==> src/rtl/toggle_pulse_decoder.sv <==
// Destination end of a toggle-encoded event crossing: synchronizes the toggle line, turns each
// level change into a one-cycle pulse, counts events and holds them in a valid/ack handshake.
module toggle_pulse_decoder #(
    parameter int unsigned SYNC_STAGES = 2,  // legal range 2..4
    parameter int unsigned CNT_W       = 8
) (
    input  logic             clk,
    input  logic             reset,
    input  logic             t_in,
    input  logic             evt_ack,
    input  logic             ovr_clr,
    output logic             pulse,
    output logic             evt_valid,
    output logic             overrun,
    output logic [CNT_W-1:0] evt_count
);

    typedef enum logic [0:0] {
        StIdle = 1'b0,
        StPend = 1'b1
    } state_e;

    logic [SYNC_STAGES-1:0] sync_ff;
    logic                   t_sync;
    logic                   t_prev;
    logic                   det;
    state_e                 state;
    state_e                 state_next;
    logic                   overrun_next;

    assign t_sync = sync_ff[SYNC_STAGES-1];
    assign det    = t_sync ^ t_prev;

    always_ff @(posedge clk or negedge reset) begin
        if (!reset) begin
            sync_ff   <= '0;
            t_prev    <= 1'b0;
            pulse     <= 1'b0;
            evt_count <= '0;
            state     <= StIdle;
            overrun   <= 1'b0;
        end else begin
            sync_ff <= {sync_ff[SYNC_STAGES-2:0], t_in};
            t_prev  <= t_sync;
            pulse   <= det;
            if (det) begin
                evt_count <= evt_count + {{(CNT_W-1){1'b0}}, 1'b1};
            end
            state   <= state_next;
            overrun <= overrun_next;
        end
    end

    always_comb begin
        state_next   = state;
        overrun_next = overrun;
        if (ovr_clr) begin
            overrun_next = 1'b0;
        end
        unique case (state)
            StIdle: begin
                if (det) begin
                    state_next = StPend;
                end
            end
            StPend: begin
                // An ack coinciding with a new event hands the slot to the new event.
                if (evt_ack && !det) begin
                    state_next = StIdle;
                end else if (det && !evt_ack) begin
                    overrun_next = 1'b1;
                end
            end
            default: state_next = StIdle;
        endcase
    end

    assign evt_valid = (state == StPend);

endmodule

==> config.mk <==
export PLATFORM = sky130hd
export DESIGN_NAME = toggle_pulse_decoder
export DESIGN_NICKNAME = d
export VERILOG_FILES = /design/src/rtl/toggle_pulse_decoder.sv
export SDC_FILE = /design/constraint.sdc
export NUM_CORES = 1
export LEC_CHECK = 0
export ABC_AREA = 1
export BUFFER_PORTS_ARGS = -buffer_cell sky130_fd_sc_hd__buf_2
export CORE_AREA = 4 4 41 43
export CTS_BUF_LIST = sky130_fd_sc_hd__clkbuf_2 sky130_fd_sc_hd__clkbuf_4 sky130_fd_sc_hd__clkbuf_8
export CTS_CLUSTER_SIZE = 40
export DETAILED_ROUTE_END_ITERATION = 10
export DIE_AREA = 0 0 45 47
export PLACE_DENSITY = 0.69
export SYNTH_ARGS = -nofsm -noshare
export SYNTH_HDL_FRONTEND = slang
export SYNTH_SLANG_ARGS = --single-unit
export TNS_END_PERCENT = 20
==> constraint.sdc <==
create_clock -name clk -period 2.9 [get_ports clk]
set_input_delay 0.29 -clock clk [delete_from_list [all_inputs] [get_ports clk]]
set_output_delay 0.29 -clock clk [all_outputs]
set_load 0.005 [all_outputs]
Word-level counts from Yosys, hierarchy flattened
Index checks and enable logic that the tools add are counted.
{"block": "word_totals", "regBits": 14, "out_inout_bits": 11, "word_cells": 20}
{"block": "op_classes", "addsub": 1, "mux": 7, "bitwise_logic": 2, "reduce_logical": 4}
{"cell": "$add A8 B1 Y8 const B", "n": 1}
{"cell": "$mux W1", "n": 6}
{"cell": "$logic_and A1 B1 Y1", "n": 2}
{"cell": "$logic_not A1 Y1", "n": 2}
{"cell": "$pmux W1 S2", "n": 1}
{"cell": "$not A1 Y1", "n": 1}
{"cell": "$xor A1 B1 Y1", "n": 1}

Longest topological paths before layout
{"block": "logic_depth", "depth_word": 5, "ltp_mapped": 8, "mapped_depth_nobuf": 7}

Worst setup path before layout
No wires, ideal clock.
{"block": "synth_path", "path_kind": "register to register", "startpoint": "register evt_count[0]", "endpoint": "register evt_count[6]", "setup_time_ns": 0.113, "arrival_time_ns": 0.934, "required_time_ns": 2.787, "slack_ns": 1.853, "stages_incl_launch_ff": 8, "n_path_buf": 0, "synth_period_minus_slack_ns": 1.047, "cell_sequence": "dfrtp_1 -> ha_1 -> inv_1 -> nor2_4 -> nand3_1 -> nand2_1 -> nand2_1 -> inv_1"}
{"block": "synth_via", "elab_chain_cells": 1}
{"item": "start, declared", "line": "15", "rtl": "output logic [CNT_W-1:0] evt_count"}
{"item": "start signal, assigned", "line": "47", "rtl": "evt_count <= evt_count + {{(CNT_W-1){1'b0}}, 1'b1};"}
{"item": "$add A8 B1 Y8", "line": "47"}
Every way passes these cells.
A chain may end at the register's enable or synchronous reset.

Worst setup path after layout
{"block": "layout_path", "startpoint": "register evt_count[5]", "endpoint": "output port evt_count[5]"}
No word-level cell between the ends.

==> flow_metrics.env <==
export IMPL_path_cells="buf_2"
export IMPL_synth_seq_area_share_pct=57.49
export IMPL_filler_cell_count=129
export IMPL_port_buffers=15
export IMPL_firstDrtPassIters=4
export IMPL_cts_root_buf="sky130_fd_sc_hd__clkbuf_4"
export IMPL_avgViaCountPerCell=4.360
export IMPL_starting_utilization_of_the_core_area_pct=46.83
export IMPL_finish_utilization_pct=56.73
export IMPL_max_vdd_ir_drop_v=0.0003973
export IMPL_placed_area_um2=691.9
export IMPL_cts_inserted_buffers=3
export IMPL_die_area_um2=2115
export IMPL_core_rowCount=13
export IMPL_crit_arrival_ns=0.84
export IMPL_final_setup_tns_ns=0
export IMPL_met3_length_um=44
export IMPL_synth_cell_area_um2=609.3
export IMPL_fp_dieH_um=47
export IMPL_gr_usage_all_layers_pct=11.76
export IMPL_drt_iter0_drc=7
export IMPL_status="finished clean"
export IMPL_multi_input_comb_area_um2=195.2
export IMPL_final_period_utilization_pct=38.98
export IMPL_ctsLongestPathBuffers=2
export IMPL_cts_repair_resized=0
export IMPL_synth_cells=66
export IMPL_grt_overflow_total=0
export IMPL_worstPathMaxFanout=5
export IMPL_cellPowerDensity_nw_per_um2=781.1
export IMPL_clk_lat_worst_skew_ns=0.27
export IMPL_critPathMaxStageDelay_ns=0.43
export IMPL_die_w_um=45
export IMPL_routabilityCongestion=0.7300
export IMPL_number_of_antenna_violations_at_the_first_check_in_global_routing=0
export IMPL_clkTransAtPathRegs_ns=0.08
export IMPL_rsz_0062_raised_after_global_routing="no"
export IMPL_detailroute_wirelength_met2_um=426
export IMPL_timing_worst_setup_path_type="register to primary output"
export IMPL_syn_nets=72
export IMPL_nets=92
export IMPL_cellLeakagePower_nw=0.4177
export IMPL_crit_path_top_delay_cell="sky130_fd_sc_hd__dfrtp_1"
export IMPL_achievable_frequency_mhz=884.7
export IMPL_core_area_um2=1301
export IMPL_cp_num_buf_inv=1
export IMPL_highest_signal_layer="met4"
export IMPL_setup_worst_path_start_class="register"
export IMPL_pin_count_of_the_biggest_net_entering_global_routing=15
export IMPL_worst_r2r_setup_slack_ns=1.81
export IMPL_cp_data_required_time_ns=2.61
export IMPL_route_antenna_remaining_nets=0
export IMPL_drt_wirelength_per_cell_um=9.440
export IMPL_wl_um=944
export IMPL_first_global_vias=418
export IMPL_ys_seq_elements=14
export IMPL_report_final_slew_viol_count=0
export IMPL_place_hpwl_um=701.1
export IMPL_cts_hold_buffers=1
export IMPL_flow_area_growth_from_synthesis_pct=21.15
export IMPL_drc_errors=0
export IMPL_cts_tree="yes"
export IMPL_hp_class="input port to register"
export IMPL_power_uw=576.7
export IMPL_period_minus_ws_final_ns=1.130
export IMPL_dr_total_vias=436
export IMPL_timing_slew_headroom_pct=80.12
export IMPL_final_area_um2=738.2
export IMPL_drt_met1_wl_um=464
export IMPL_count_of_yosys_warnings_during_synthesis=0
export IMPL_synthDistinctLibCells=14
export IMPL_layout_area_seq_um2=350.3
export IMPL_timing_critical_path_to_type="primary output"
export IMPL_post_cts_buffers=0
export IMPL_cpLargestDelayFamily="flip-flops"
export IMPL_fin_worst_skew_ns=0.002986
export IMPL_drive_gt1_share_pct=27.06
export IMPL_timing_max_cap_violations=0
export IMPL_fin_worst_hold_slack_ns=0.1215
export IMPL_setup_viol_count_final=0
export IMPL_synth_area_per_cell_um2=9.232
export IMPL_io_pins=16
export IMPL_htree_num_levels=1
export IMPL_tritoncts_num_sinks=14
export IMPL_global_route_wire_length_before_repair_mm=1.752
export IMPL_max_slew_worst_pin_slew_ns=0.2982
export IMPL_report_final_hold_viol_count=0
export IMPL_n_antenna_cell=0
==> synth_stat cells <==
cell                      number  share of area [%]
sky130_fd_sc_hd__buf_6         1                1.8
sky130_fd_sc_hd__dfrtp_1      14                 57
sky130_fd_sc_hd__ha_1          1                2.1
sky130_fd_sc_hd__inv_1        14                8.6
sky130_fd_sc_hd__nand2_1      20                 12
sky130_fd_sc_hd__nand2_2       2                2.1
sky130_fd_sc_hd__nand3_1       4                3.3
sky130_fd_sc_hd__nand4_1       2                2.1
sky130_fd_sc_hd__nor2_1        1               0.62
sky130_fd_sc_hd__nor2_2        1                1.0
sky130_fd_sc_hd__nor2_4        1                1.8
sky130_fd_sc_hd__o22ai_1       1                1.0
sky130_fd_sc_hd__xnor2_1       2                2.9
sky130_fd_sc_hd__xor2_1        2                2.9
==> worst paths after layout <==
check | startpoint | end | depth (start not counted)
setup reg to reg | evt_count[0] | evt_count[6] | 7
hold reg to reg | sync_ff[0] | sync_ff[1] | 0
hold / removal | t_in | sync_ff[0] | 1
setup / recovery | evt_count[5] | evt_count[5] | 1
min in group asynchronous | reset | evt_count[0] | 2
max in group asynchronous | reset | pulse | 2
==> worst register-to-register path: cells and delay by family (launching register included) <==
kind,cells,cell delay [ns]
adder cells (fa/ha/maj),1,0.22
buffers and inverters,2,0.12
flip-flops,1,0.42
AND/OR/NAND/NOR,4,0.22
==> layout make-up <==
class | count | share of cell area (%)
multi-input cells | 37 | 26.44
clock buffers | 4 | 4.915
well taps | 15 | 2.542
inverters | 14 | 7.119
repair buffers | 16 | 11.53
flip-flops and latches | 14 | 47.46
==> layer usage <==
metal	vias up	global-route usage, %
met4	0	8.772
met2	8	17.51
met1	190	15.14
met5	-	0
li1	236	-
met3	2	2.299
==> registers in the layout, summed over array words and instances (netlist names) <==
register,cells
evt_count,8
sync_ff,2
evt_valid,1
overrun,1
pulse,1
t_prev,1
==> through the flow <==
stage	std cells	setup WS (ns)
6_report	100	1.770
5_1_grt	100	1.686
4_1_cts	100	1.754
3_5_place_dp	95	1.816
3_3_place_gp	95	1.848
2_1_floorplan	66	1.853
==> power breakdown <==
| part | total, mW | internal (mW) | switching, mW | leakage, nW |
|---|---|---|---|---|
| logic | 0.155 | 0.0744 | 0.0802 | 0.224 |
| clock network | 0.135 | 0.0763 | 0.0589 | 0.0210 |
| registers | 0.287 | 0.241 | 0.0455 | 0.173 |
| total | 0.577 | 0.392 | 0.185 | 0.418 |
==> cells by family after synthesis <==
kind of cell             after synthesis  share of synthesized area (%)
AO/OA/AOI/OAI                          1                          1.027
XOR/XNOR                               4                          5.751
AND/OR/NAND/NOR                       31                          23.20
flip-flops                            14                          57.50
buffers and inverters                 15                          10.47
adder cells (fa/ha/maj)                1                          2.053
==> cell usage in the layout, fill, tap and decap left out, drive strengths merged, types with 2 or more instances in the layout <==
| cell | instances |
|---|---|
| inv | 14 |
| nand4 | 2 |
| nand3 | 4 |
| buf | 15 |
| dfrtp | 14 |
| xnor2 | 2 |
| xor2 | 2 |
| clkbuf | 4 |
| nand2 | 22 |
| nor2 | 3 |
No activity file was read; power rests on OpenSTA's default activity.
